==> src/rtl/seg_scan_pkg.sv <==
// Shared types and segment patterns for the multiplexed seven-segment scanner.
// Patterns are active-high, bit order {g,f,e,d,c,b,a}.
package seg_scan_pkg;

   typedef logic [6:0] seg_t;

   localparam int DIGIT_W = 4;

   localparam seg_t SEG_0 = 7'h3F;
   localparam seg_t SEG_1 = 7'h06;
   localparam seg_t SEG_2 = 7'h5B;
   localparam seg_t SEG_3 = 7'h4F;
   localparam seg_t SEG_4 = 7'h66;
   localparam seg_t SEG_5 = 7'h6D;
   localparam seg_t SEG_6 = 7'h7D;
   localparam seg_t SEG_7 = 7'h07;
   localparam seg_t SEG_8 = 7'h7F;
   localparam seg_t SEG_9 = 7'h6F;
   localparam seg_t SEG_A = 7'h77;
   localparam seg_t SEG_B = 7'h7C;
   localparam seg_t SEG_C = 7'h39;
   localparam seg_t SEG_D = 7'h5E;
   localparam seg_t SEG_E = 7'h79;
   localparam seg_t SEG_F = 7'h71;

   function automatic seg_t seg_lookup(input logic [DIGIT_W-1:0] code);
      case (code)
         4'h0: return SEG_0;
         4'h1: return SEG_1;
         4'h2: return SEG_2;
         4'h3: return SEG_3;
         4'h4: return SEG_4;
         4'h5: return SEG_5;
         4'h6: return SEG_6;
         4'h7: return SEG_7;
         4'h8: return SEG_8;
         4'h9: return SEG_9;
         4'hA: return SEG_A;
         4'hB: return SEG_B;
         4'hC: return SEG_C;
         4'hD: return SEG_D;
         4'hE: return SEG_E;
         default: return SEG_F;
      endcase
   endfunction

endpackage

==> src/rtl/seg_scan_driver_encode.sv <==
// Combinational digit-code to active-high segment encoder.
// HEX_DIGITS_EN: when defined, codes 10..15 show A-F; otherwise they are blank.
module seg7_encode
   import seg_scan_pkg::*;
(
   input  logic [DIGIT_W-1:0] code,
   input  logic               blank,
   output seg_t               seg
);

   always_comb begin
      seg = '0;
      if (!blank) begin
`ifdef HEX_DIGITS_EN
         seg = seg_lookup(code);
`else
         if (code <= 4'd9) seg = seg_lookup(code);
`endif
      end
   end

endmodule

==> src/rtl/seg_scan_driver.sv <==
// Time-multiplexed seven-segment scanner with shadow capture and leading-zero blanking.
// Outputs are registered from the current index/shadow; HEX_DIGITS_EN selects A-F glyphs.
module seg_scan_driver
   import seg_scan_pkg::*;
#(
   parameter int NUM_DIGITS  = 4,
   parameter int REFRESH_DIV = 100000,
   parameter int ACTIVE_LOW  = 1
) (
   input  logic                          clk,
   input  logic                          reset,
   input  logic [DIGIT_W*NUM_DIGITS-1:0] digits,
   input  logic [NUM_DIGITS-1:0]         dp_in,
   input  logic                          load,
   input  logic                          lzb,
   output seg_t                          seg,
   output logic                          dp,
   output logic [NUM_DIGITS-1:0]         an,
   output logic                          frame_done
);

   localparam int   IW  = (NUM_DIGITS > 1) ? $clog2(NUM_DIGITS) : 1;
   localparam int   CW  = (REFRESH_DIV > 1) ? $clog2(REFRESH_DIV) : 1;
   localparam logic INV = (ACTIVE_LOW != 0);

   logic [DIGIT_W*NUM_DIGITS-1:0] sh_digits;
   logic [NUM_DIGITS-1:0]         sh_dp;
   logic [CW-1:0]                 cnt;
   logic [IW-1:0]                 idx;
   logic                          tick;
   logic                          wrap;
   logic [DIGIT_W-1:0]            cur_code;
   logic                          cur_dp;
   logic                          blank;
   logic [NUM_DIGITS-1:0]         an_vec;
   seg_t                          enc_seg;

   assign tick = (cnt == CW'(REFRESH_DIV - 1));
   assign wrap = tick && (idx == IW'(NUM_DIGITS - 1));

   // A digit is blanked only when it and every more-significant digit are zero.
   always_comb begin
      cur_code = '0;
      cur_dp   = 1'b0;
      an_vec   = '0;
      blank    = lzb && (idx != '0);
      for (int i = 0; i < NUM_DIGITS; i++) begin
         if (idx == IW'(i)) begin
            cur_code  = sh_digits[i*DIGIT_W +: DIGIT_W];
            cur_dp    = sh_dp[i];
            an_vec[i] = 1'b1;
         end
         if (i >= int'(idx) && sh_digits[i*DIGIT_W +: DIGIT_W] != '0) blank = 1'b0;
      end
   end

   seg7_encode u_encode (
      .code  (cur_code),
      .blank (blank),
      .seg   (enc_seg)
   );

   always_ff @(posedge clk) begin
      if (reset) begin
         sh_digits  <= '0;
         sh_dp      <= '0;
         cnt        <= '0;
         idx        <= '0;
         frame_done <= 1'b0;
      end else begin
         if (load) begin
            sh_digits <= digits;
            sh_dp     <= dp_in;
         end
         cnt        <= tick ? '0 : cnt + 1'b1;
         if (tick) idx <= (idx == IW'(NUM_DIGITS - 1)) ? '0 : idx + 1'b1;
         frame_done <= wrap;
      end
   end

   // Pin polarity applied at the register so the pins never glitch.
   always_ff @(posedge clk) begin
      if (reset) begin
         seg <= {7{INV}};
         dp  <= INV;
         an  <= {NUM_DIGITS{INV}};
      end else begin
         seg <= enc_seg ^ {7{INV}};
         dp  <= cur_dp ^ INV;
         an  <= an_vec ^ {NUM_DIGITS{INV}};
      end
   end

endmodule
==> config.mk <==
export PLATFORM = sky130hd
export DESIGN_NAME = seg_scan_driver
export DESIGN_NICKNAME = d
export VERILOG_FILES = /design/src/rtl/seg_scan_pkg.sv /design/src/rtl/seg_scan_driver_encode.sv /design/src/rtl/seg_scan_driver.sv
export SDC_FILE = /design/constraint.sdc
export NUM_CORES = 1
export LEC_CHECK = 0
export BUFFER_PORTS_ARGS = -buffer_cell sky130_fd_sc_hd__buf_2
export CAP_MARGIN = 20
export CORE_AREA = 2 2 76 71
export CTS_CLUSTER_DIAMETER = 150
export CTS_CLUSTER_SIZE = 8
export DETAILED_ROUTE_END_ITERATION = 16
export DIE_AREA = 0 0 78 73
export PLACE_DENSITY = 0.69
export SYNTH_ARGS = -nofsm -noshare
export SYNTH_HDL_FRONTEND = slang
export SYNTH_SLANG_ARGS = --single-unit
export TNS_END_PERCENT = 1
==> constraint.sdc <==
create_clock -name clk -period 2 [get_ports clk]
set_input_delay 0.2 -clock clk [delete_from_list [all_inputs] [get_ports clk]]
set_output_delay 0.2 -clock clk [all_outputs]
set_load 0.05 [all_outputs]
After elaboration in Yosys (flattened, before gate mapping)
Memory sizes are Yosys's and may differ from the RTL's.
Index checks and enable logic that the tools add are counted.
{"block": "totals", "output_inout_bits": 13, "in_bits": 24, "romBits": 112, "wordCells": 53, "reg_bits": 52, "memories": 1}
{"name": "(name not given)", "words": 16, "word_bits": 7, "rd": 1, "rd_ports_with_merged_regs": 0, "wr": 0, "line_no": "seg_scan_pkg.sv:27", "text": "case (code)"}
{"block": "op_classes", "n_addsub": 2, "bitwise": 3, "magnitude_cmp": 4, "n_mux": 19, "reduce_logical": 12, "eq_ne": 4}
{"op": "17-bit by 1-bit adder with 17-bit output (second input constant)", "count": 1}
{"op": "17-bit == test (second input constant)", "count": 1}
{"op": "4-bit 2-to-1 mux", "count": 4}
{"op": "4-bit nonzero test", "count": 4}
{"op": "7-bit 2-to-1 mux", "count": 2}
{"op": "1-bit 2-to-1 mux", "count": 12}
{"op": "7-bit inverter", "count": 1}
{"op": "1-bit logical AND", "count": 5}
{"op": "2-bit == test (second input constant)", "count": 2}
{"op": "1-bit by 2-bit greater-or-equal comparator with 1-bit output (first input constant)", "count": 2}
{"op": "4-bit <= comparator (second input constant)", "count": 1}
{"op": "4-bit inverter", "count": 1}
{"op": "2-bit by 1-bit adder with 2-bit output (second input constant)", "count": 1}
{"op": "2-bit by 1-bit == test with 1-bit output (second input constant)", "count": 1}
{"op": "2-bit greater-or-equal comparator (first input constant)", "count": 1}
{"op": "2-bit logical NOT", "count": 1}
{"op": "2-bit 2-to-1 mux", "count": 1}
{"op": "2-bit nonzero test", "count": 1}
{"op": "2-bit OR reduction", "count": 1}
{"op": "1-bit inverter", "count": 1}

Logic depth before layout (Yosys ltp)
Gate-level depths: netlist of run 1.
{"block": "logic_depth", "ltp_word": 9, "ltp_mapped": 11, "depth_no_buf": 9}

Modules after synthesis
A second synthesis of run 1 with hierarchy kept.
{"block": "unflattened", "cells_unflattened": 267, "hier_area_um2": 2451.1}
{"mod": "seg_scan_driver", "cells_each": 229, "area_per_inst_um2": 2172.1, "n_inst": 1, "seq_area_each_um2": 1041.0}
{"mod": "seg7_encode", "cells_each": 38, "area_per_inst_um2": 279.0, "n_inst": 1, "seq_area_each_um2": 0.0}

Worst setup path after synthesis of run 1
No wires, ideal clock.
{"block": "synth_timing", "path_kind": "reg2reg", "start": "reg idx[1]", "end": "reg seg[4]", "setup_time_ns": 0.079, "period_less_slack_ns": 2.213, "required_ns": 1.921, "arrival_time_ns": 2.134, "path_buffers": 2, "stages_incl_launch_ff": 11, "path_slack_ns": -0.213, "cell_sequence": "dfxtp_1 -> inv_1 -> ha_1 -> buf_2 -> nand3b_1 -> a211oi_1 -> buf_2 -> inv_1 -> ha_1 -> o311a_4 -> o211ai_1"}
{"block": "synth_between", "elab_chain_len": 9, "word_cells_on_any_way": 25, "classes_between": "order compare: 4; eq/ne: 3; mux: 10; bitwise: 1; reduce/logical: 6; memory: 1"}
{"element": "start: declaration", "line_no": "seg_scan_driver.sv:29", "text": "logic [IW-1:0] idx;"}
{"element": "start signal: assignment", "line_no": "seg_scan_driver.sv:76", "text": "if (tick) idx <= (idx == IW'(NUM_DIGITS - 1)) ? '0 : idx + 1'b1;"}
{"element": "2-bit logical NOT", "line_no": "seg_scan_driver.sv:48", "text": "if (idx == IW'(i)) begin"}
{"element": "4-bit 2-to-1 mux (4 in a row)", "line_no": "seg_scan_driver.sv:48"}
{"element": "memory read 16 x 7 bit or 4-bit <= comparator (tied branches)"}
{"element": "7-bit 2-to-1 mux", "line_no": "seg_scan_driver_encode.sv:17", "text": "if (code <= 4'd9) seg = seg_lookup(code);"}
{"element": "7-bit 2-to-1 mux (*)", "line_no": "seg_scan_driver_encode.sv:13", "text": "if (!blank) begin"}
{"element": "7-bit inverter (no source line) (*)"}
{"element": "end signal: assignment", "line_no": "seg_scan_driver.sv:84", "text": "seg <= {7{INV}};"}
{"element": "end signal: assignment", "line_no": "seg_scan_driver.sv:88", "text": "seg <= enc_seg ^ {7{INV}};"}
{"element": "end: declaration", "line_no": "seg_scan_driver.sv:16", "text": "output seg_t seg,"}
Mark *: on every way between the ends. The rest lies on a longest branch, timed or not.
A chain may end at the register's enable or synchronous reset.

Worst setup path after layout of run 1
Same ends and word-level chain as after synthesis.

==> impl_metrics.ini, run 1 <==
[place]
dp_hpwl_um = 3420
place.detailed.instances = 362
io_buffer_count = 36
placement.cell_area_um2 = 2730
routabilityCongestion = 0.850

[critical_path]
r2r_setup_slack_ps = 9
category_of_cells_accounting_for_the_largest_share_of_critical_path_delay = compound AO/OA/AOI/OAI gates
critPathKind = register to register
cp.arrival_ps = 2230
cp.buffers_inverters = 3
start_kind = register
timing.critical_path.cells = buf_4, ha_4, buf_2, a211oi_2, buf_4, a211o_4, o311a_4, o211ai_1
worst_path_max_delay_cell = dfxtp_4
ff_to_ff_end = seg[4]
startpoint_of_the_lowest_slack_register_to_register_path = idx[1]
cp_common_cell = buf_4
worst_path_largest_cell_delay_ps = 390
critPathMaxFanout = 6
endpoint_kind = register
cp_data_required_time_ps = 2240
number_of_cells_on_the_worst_reg_to_reg_path = 8

[sta]
final.period_utilization_pct = 99.6
fin_worst_skew_ps = 10.1
final-hold-violation-count = 0
setup_viol = 0
fmax_mhz = 502
rsz0062_at_grt = yes
finalMaxSlewViolations = 0
tightest_slew_ps = 602
min_period_ps = 1990
timing.slew.headroom_pct = 59.8

[synthesis]
synthDominantAreaCellType = dfxtp_1
sequential_fraction_of_the_synthesis_area_pct = 43.9
synth.distinct_cells = 42
synth_seq_cells = 52
ys_top_cells_by_area = dfxtp_1 44%, mux2i_1 9.7%, nor2_1 7.4%
synth_largest_type_area_fraction_pct = 43.9
post_synth_instance_area_um2 = 2370
synthesis.instances = 257
synth_fp_nets = 290
yosys_warnings = 0
synth-edff-count = 0
synth.most_common_cell = dfxtp_1
yosys-top-cells-count = 52 x dfxtp_1, 47 x nor2_1, 23 x mux2i_1
synth-main-ff-cell = dfxtp_1
synth_area_per_cell_um2 = 9.24
ys_async_sr_fraction_pct = 0

[routing]
drt_first_pass_iters = 5
drt_wl_total_um = 5100
avgRoutedWirePerCell_um = 13.6
antenna_left = 0
routed-via-count = 1950
detail_route.drc_violations = 0
routed_via_density = 5.19
drtIter0Drc = 129

[cells_and_area]
layout.nets = 341
syn2layout_area_growth_pct = 25.5
design_area_um2 = 2980
n_antenna_cell = 0
layout.core_utilization_pct = 59.5
post_layout_nonfiller_instances = 376
post_route_cells_drive_above_1_share_pct = 29.1

[floorplanning]
boundaryPins = 37
die_boundary_height_um = 73
die_footprint_um2 = 5690
num_rows = 25
design.core.area_um2 = 5000
floorplan.die.width_um = 78
floorplan.initialDensity_pct = 47.4

[power_and_ir_drop]
power.static_leakage_nw = 1.25
pwr_density_cell_nw_per_um2 = 702
irDropWorstVdd_uv = 397

[global_routing]
groute.usage.overall_pct = 17.8
grt_start_max_net_pins = 31
number_of_global_route_vias_before_repair = 1729
wire_length_of_the_first_global_routing_pass_um = 8000
initial_antenna_violation_count = 0
global_route.overflow_total = 0

[clock_tree]
tritoncts = built
cts.path.max_buffers = 2
clock_insertion_delay_worst_skew_ps = 320
cts_clk_pin_slew_worst_paths_ps = 100
cts.htree.levels = 2
cts.sinks = 52
tritoncts.num_buffers = 5
cts-root-buf = clkbuf_8

[worst_hold_path]
whs_path_depth = 3
whs_endpoint = sh_digits[1]
hold_path_class = input pin to register
hp-start = digits[1]

[flow_run]
maxCapViolations = 0

[run_status]
run_status = finished clean
-- layout make-up --
class,instances,area (um^2)
clock buffers,7,108
flip-flops and latches,52,1050
multi-input cells,188,1370
fillers,457,2030
repair buffers,55,333
inverters,6,25.0
well taps,67,83.8
clock inverters,1,8.76
-- layer usage --
metal  share of wire [%]  track usage [%]  routed length, um  up-vias
li1                    -                -                  -      991
met1                  48             25.2               2450      900
met2                  46             26.7               2320       51
met3                 4.7             3.34                241        8
met4                 1.6             7.60                 83        0
met5                   0                0                  0        -
-- how the worst max path moves through the flow --
stage,endpoint,start,slack [ps],cells after the start
floorplan,seg[4],idx[0],20,9
finish,seg[4],idx[1],9,8
CTS,seg[5],idx[0],10,8
detailed placement,seg[5],idx[0],-30,7
global route,seg[2],idx[0],-100,9
global placement,seg[4],idx[0],30,7
-- flip-flops by register name, summed over array words and instances (netlist names) --
register	cells
cnt	17
sh_digits	16
seg	7
an	4
sh_dp	4
idx	2
dp	1
frame_done	1
-- per-stage QoR --
| step | hold WS [ps] | setup TNS, ps | setup WS, ps | power (mW) |
|---|---|---|---|---|
| detailed placement | 444 | -162 | -33.3 | 1.40 |
| floorplan | 324 | 0 | 15.3 | 1.31 |
| global placement | 435 | 0 | 29.9 | 1.39 |
| global route | 133 | -457 | -97.4 | 2.18 |
| finish | 116 | 0 | 8.76 | 2.09 |
| CTS | 113 | 0 | 10.1 | 2.11 |
-- what timing repair did --
item	in CTS	in global routing
buffers inserted	0	6
endpoints found under the setup margin	6	7
pin swaps	1	6
hold buffers	0	0
gates resized for setup	6	14
-- cells in the final DEF (no fill, tap or decap), types with 2 or more instances in the layout --
master and n:
o21ai_1 2, nand3_1 6, o21ai_0 6, nor3b_2 2
nand2b_1 7, nor2b_1 3, xor2_1 10, nand3b_1 4
dfxtp_1 50, dfxtp_4 2, o211ai_1 4, nor3_1 6
nand2_1 14, o221ai_1 2, ha_1 4, and3b_1 2
buf_2 37, buf_4 17, inv_2 3, xnor2_1 5
ha_4 4, mux2i_1 23, nand4_1 4, a211oi_4 2
nor2_1 47, a211oi_2 4, a21oi_1 7, clkbuf_8 6
inv_1 2
-- power breakdown --
part	leakage [nW]	switching (mW)	internal [mW]	total [mW]
registers	0.428	0.0279	1.08	1.11
clock network	0.0596	0.353	0.359	0.712
logic	0.760	0.163	0.111	0.274
total	1.25	0.544	1.55	2.09
-- cells by family after synthesis --
group           synth area share (%)
compound gates                  10.8
xor+xnor                        5.53
fa+ha+maj                       4.74
buf+inv                         3.00
flops                           43.9
mux                             9.70
simple gates                    22.4
-- worst min-delay path: stages --
cell     delay (ps)
buf_2            70
mux2i_1          50
nor2_1           70
Note: power is estimated with default switching activity, not from simulation.
==> run 2, diff against run 1 <==
--- a/config.mk
+++ b/config.mk
@@ -7,11 +7,11 @@
 export LEC_CHECK = 0
 export BUFFER_PORTS_ARGS = -buffer_cell sky130_fd_sc_hd__buf_2
 export CAP_MARGIN = 20
-export CORE_AREA = 2 2 76 71
+export CORE_AREA = 2 2 72 74
 export CTS_CLUSTER_DIAMETER = 150
 export CTS_CLUSTER_SIZE = 8
 export DETAILED_ROUTE_END_ITERATION = 16
-export DIE_AREA = 0 0 78 73
+export DIE_AREA = 0 0 74 76
 export PLACE_DENSITY = 0.69
 export SYNTH_ARGS = -nofsm -noshare
 export SYNTH_HDL_FRONTEND = slang
==> impl_metrics.ini, run 2 (same netlist as run 1, synthesis figures left out) <==
[sta]
worst_slack_ps = 42.6
rsz0062_at_grt = yes
timing.slew.headroom_pct = 60.4
finalMaxSlewViolations = 0
fin_worst_skew_ps = 8.49
min_period_ps = 1960
final-hold-violation-count = 0
final.period_utilization_pct = 97.9
fmax_mhz = 511
setup_viol = 0
final.hold.worst_slack_ps = 126
tightest_slew_ps = 594

[routing]
drtIter0Drc = 82
drt_first_pass_iters = 4
routed-via-count = 1911
avgRoutedWirePerCell_um = 12.6
drt_wl_total_um = 4810
routed_via_density = 5.02
detail_route.drc_violations = 0
antenna_left = 0

[place]
io_buffer_count = 36
placement.cell_area_um2 = 2740
routabilityCongestion = 0.767
dp_hpwl_um = 3370
pre_cts_slack_ps = -9.89

[cells_and_area]
layout_filler_cell_count = 434
layout.cells.most_common = dfxtp_1
post_route_cells_drive_above_1_share_pct = 28.6
n_antenna_cell = 0
largest_reg_flops = 17
registers.top_by_ff_count = cnt
syn2layout_area_growth_pct = 25.1
most-common-layout-cells = 50 x dfxtp_1, 47 x nor2_1, 36 x buf_2
layout.nets = 343
biggestRegsByFlops = cnt (17), sh_digits (16), seg (7)
design_area_um2 = 2970

[power_and_ir_drop]
pwr_density_cell_nw_per_um2 = 660
power.static_leakage_nw = 1.26
irDropWorstVdd_uv = 352

[clock_tree]
post_cts_hold_buffer_count = 0
clock_insertion_delay_worst_skew_ps = 300
tritoncts = built
cts-root-buf = clkbuf_8
cts.path.max_buffers = 2
cts.htree.levels = 2
cts.sinks = 52
cts_clk_pin_slew_worst_paths_ps = 90
tritoncts.num_buffers = 5

[global_routing]
groute.usage.overall_pct = 17.4
global_route.overflow_total = 0
initial_antenna_violation_count = 0
wire_length_of_the_first_global_routing_pass_um = 7650
grt_start_max_net_pins = 31
number_of_global_route_vias_before_repair = 1624

[run_status]
run_status = finished clean

[critical_path]
cp_data_required_time_ps = 2220
critPathKind = register to register
startpoint_of_the_lowest_slack_register_to_register_path = idx[1]
start_kind = register
endpoint_kind = register
cp.arrival_ps = 2180
critPathMaxFanout = 6
setup.worst_path.start = idx[1]
r2r_setup_slack_ps = 40

[floorplanning]
die_footprint_um2 = 5620
die_boundary_height_um = 76
design.core.area_um2 = 4910
boundaryPins = 37
floorplan.die.width_um = 74
floorplan.initialDensity_pct = 48.3
num_rows = 26

[worst_hold_path]
hp-start = digits[9]
hold_path_class = input pin to register

[flow_run]
maxCapViolations = 0
-- run 2: path summary, 6_finish.rpt --
path / to / depth (start not counted)
setup / recovery: seg[0] / 9
hold / removal: sh_digits[9] / 3
setup reg to reg: seg[0] / 9
hold reg to reg: cnt[0] / 1
-- run 2: timing repair --
item,in CTS,in global routing
buffers inserted,0,8
setup endpoints to repair,6,7
pin swaps,0,9
gates cloned,0,0
resized for setup,3,17
-- run 2: power breakdown --
part | switching, mW | total, mW | internal [mW]
clock | 0.339 | 0.583 | 0.244
combinational | 0.161 | 0.271 | 0.109
sequential | 0.0274 | 1.11 | 1.08
-- run 2: stage by stage --
stage / power, mW / std cells / TNS (ps) / utilization (%)
4_1_cts: 1.99 / 373 / 0 / 57.7
3_3_place_gp: 1.39 / 365 / 0 / 55.7
3_5_place_dp: 1.40 / 365 / -9.89 / 55.7
2_1_floorplan: 1.31 / 257 / 0 / -
5_1_grt: 2.06 / 381 / -132 / 60.4
6_report: 1.96 / 381 / 0 / 60.4
-- run 2: worst max-delay path: stages (launching register included) --
cell and delay, ps:
dfxtp_4 400, buf_4 130, ha_4 160, buf_4 160, a211oi_4 50, a211oi_4 240, inv_2 90, ha_4 170
o311a_4 400, o221ai_1 80
-- run 2: final cells by class --
class                   count  area (um^2)  area share [%]
flip-flops and latches     52         1050            35.3
clock buffers               5         68.8            2.32
inverters                   6         25.0           0.843
clock inverters             3         18.8           0.632
well taps                  70         87.6            2.95
repair buffers             57          355            12.0
multi-input cells         188         1370            46.0
-- run 2: layer usage --
layer  global-route usage [%]  vias up  wire (um)
li1                         -      988          -
met1                     25.9      869       2360
met2                     24.5       47       2150
met3                     4.10        7        200
met4                     6.00        0         92
met5                        0        -          0
==> run 3, diff against run 2 <==
--- a/config.mk
+++ b/config.mk
@@ -5,14 +5,15 @@
 export SDC_FILE = /design/constraint.sdc
 export NUM_CORES = 1
 export LEC_CHECK = 0
+export ABC_AREA = 1
 export BUFFER_PORTS_ARGS = -buffer_cell sky130_fd_sc_hd__buf_2
 export CAP_MARGIN = 20
-export CORE_AREA = 2 2 72 74
+export CORE_AREA = 2 2 74 76
 export CTS_CLUSTER_DIAMETER = 150
 export CTS_CLUSTER_SIZE = 8
 export DETAILED_ROUTE_END_ITERATION = 16
-export DIE_AREA = 0 0 74 76
-export PLACE_DENSITY = 0.69
+export DIE_AREA = 0 0 76 78
+export PLACE_DENSITY = 0.7
 export SYNTH_ARGS = -nofsm -noshare
 export SYNTH_HDL_FRONTEND = slang
 export SYNTH_SLANG_ARGS = --single-unit
==> impl_metrics.ini, run 3 <==
[global_routing]
groute.usage.overall_pct = 18.3
grt_start_max_net_pins = 28
initial_antenna_violation_count = 0
number_of_global_route_vias_before_repair = 2077
wire_length_of_the_first_global_routing_pass_um = 8990
global_route.overflow_total = 0

[routing]
avgRoutedWirePerCell_um = 11.1
drt_first_pass_iters = 4
antenna_left = 0
routed_via_density = 4.82
drtIter0Drc = 118
routed-via-count = 2261
detail_route.drc_violations = 0
drt_wl_total_um = 5200

[cells_and_area]
post_layout_nonfiller_instances = 469
multi_input_area_um2 = 1330
registers.top_by_ff_count = cnt
n_antenna_cell = 0
biggestRegsByFlops = cnt (17), sh_digits (16), seg (7)
syn2layout_area_growth_pct = 17.9
seq_area_um2 = 1050
post_route_cells_drive_above_1_share_pct = 22.3
most-common-layout-cells = 71 x nand2_1, 56 x nor2_1, 50 x dfxtp_1
largest_reg_flops = 17
layout.cells.most_common = nand2_1
layout_filler_cell_count = 471
layout.nets = 431

[sta]
final.period_utilization_pct = 93.5
rsz0062_at_grt = yes
fin_worst_skew_ps = 8.25
final.setup.tns_ps = 0
final.hold.worst_slack_ps = 104
final-hold-violation-count = 0
min_period_ps = 1870
tightest_slew_ps = 455
finalMaxSlewViolations = 0
setup_viol = 0
timing.slew.headroom_pct = 69.6
fmax_mhz = 535

[critical_path]
start_kind = register
critPathKind = register to register
cp.arrival_ps = 2070
startpoint_of_the_lowest_slack_register_to_register_path = idx[1]
ff_to_ff_end = seg[6]
r2r_setup_slack_ps = 130
number_of_cells_on_the_worst_reg_to_reg_path = 12
endpoint_kind = register
cp_data_required_time_ps = 2200
critPathMaxFanout = 8

[place]
place.detailed.instances = 461
dp_hpwl_um = 3870
routabilityCongestion = 0.888
io_buffer_count = 36

[floorplanning]
boundaryPins = 37
num_rows = 26
design.core.area_um2 = 5040
floorplan.die.width_um = 76
floorplan.initialDensity_pct = 50.4
die_footprint_um2 = 5930
die_boundary_height_um = 78

[power_and_ir_drop]
irDropWorstVdd_uv = 357
power.static_leakage_nw = 1.33
pwr_density_cell_nw_per_um2 = 679

[clock_tree]
clock_insertion_delay_worst_skew_ps = 310
cts.path.max_buffers = 2
post_cts_hold_buffer_count = 0
tritoncts = built
cts_setup_buffers = 0
cts-root-buf = clkbuf_8
cts.sinks = 52
tritoncts.num_buffers = 5
cts_clk_pin_slew_worst_paths_ps = 100
cts.htree.levels = 2

[synthesis]
ys_async_sr_fraction_pct = 0
synth-edff-count = 0
synth.most_common_cell = nand2_1
synth.distinct_cells = 34
synth_fp_nets = 386
yosys_warnings = 0
synth-main-ff-cell = dfxtp_1
post_synth_instance_area_um2 = 2540
synth_largest_type_area_fraction_pct = 40.9
synth_area_per_cell_um2 = 7.20
synth_seq_cells = 52
synthDominantAreaCellType = dfxtp_1
synthesis.instances = 353
ys_top_cells_by_area = dfxtp_1 41%, nand2_1 10%, nor2_1 8.3%
yosys-top-cells-count = 71 x nand2_1, 56 x nor2_1, 52 x dfxtp_1
sequential_fraction_of_the_synthesis_area_pct = 40.9

[worst_hold_path]
whs_path_depth = 3
whs_endpoint = sh_digits[15]
hp-start = digits[15]
hold_path_class = input pin to register

[run_status]
run_status = finished clean

[flow_run]
maxCapViolations = 0
[run 3: changes by cell type after synthesis, sizes merged, moves of 14 or more]
cell,previous run,this run
mux2i,23,0
nand3,6,25
a21oi,7,22
o21ai,8,25
inv,6,39
nor2,47,61
nand2,14,79
[run 3: cells by family after synthesis]
| family | after synthesis | share of synthesized area, % |
|---|---|---|
| compound gates | 52 | 11.8 |
| xor+xnor | 5 | 1.72 |
| fa+ha+maj | 9 | 4.43 |
| buf+inv | 50 | 8.37 |
| flops | 52 | 40.9 |
| simple gates | 185 | 32.7 |
[run 3: metrics by stage]
stage	util [%]	setup slack (ps)	total power, mW	cell area [um^2]
floorplan	-	58.3	1.34	2540
global placement	56.6	82.8	1.42	2850
detailed placement	56.6	37.6	1.42	2850
CTS	58.5	-1.72	2.05	2950
global route	59.5	-49.0	2.14	3000
finish	59.5	131	2.04	3000
[run 3: where the power goes]
| part | internal (mW) | switching, mW | total, mW |
|---|---|---|---|
| sequential | 1.08 | 0.0250 | 1.11 |
| clock | 0.258 | 0.382 | 0.640 |
| combinational | 0.101 | 0.188 | 0.289 |
[run 3: worst max-delay path by stage]
stage / start / end / slack, ps / cells after the start
after floorplan: idx[0] / seg[3] / 60 / 12
after global placement: idx[1] / seg[3] / 80 / 12
after detailed placement: idx[0] / seg[5] / 40 / 12
after CTS: idx[0] / seg[5] / -2 / 12
after global routing: idx[0] / seg[4] / -50 / 11
final: idx[1] / seg[6] / 130 / 12
[run 3: worst max-delay path: stages (launching register included)]
cell and delay, ps:
dfxtp_4 380, inv_1 150, ha_4 190, buf_4 140
nand2_1 50, nand3_1 90, nand2_1 100, nand2_2 170
nand2_1 70, nand2_1 60, inv_1 60, a21oi_4 220
nand2_1 80
[run 3: timing repair]
item | in CTS | in global routing
hold endpoints to repair | 0 | 0
setup endpoints to repair | 1 | 7
pin swaps | 0 | 1
gates resized for setup | 0 | 13
[run 3: routing by layer]
metal	GRT usage [%]	part of all wire [%]
met1	22.8	48
met3	3.02	4.0
met4	7.09	1.3
met5	0	0
met2	31.7	46
[run 3: cell type report]
class	count	share of cell area, %
Multi-Input combinational cell	251	44.3
Timing Repair Buffer	49	9.68
Clock inverter	3	0.918
Inverter	39	4.88
Sequential cell	52	35.0
Clock buffer	5	2.30
Tap cell	70	2.92
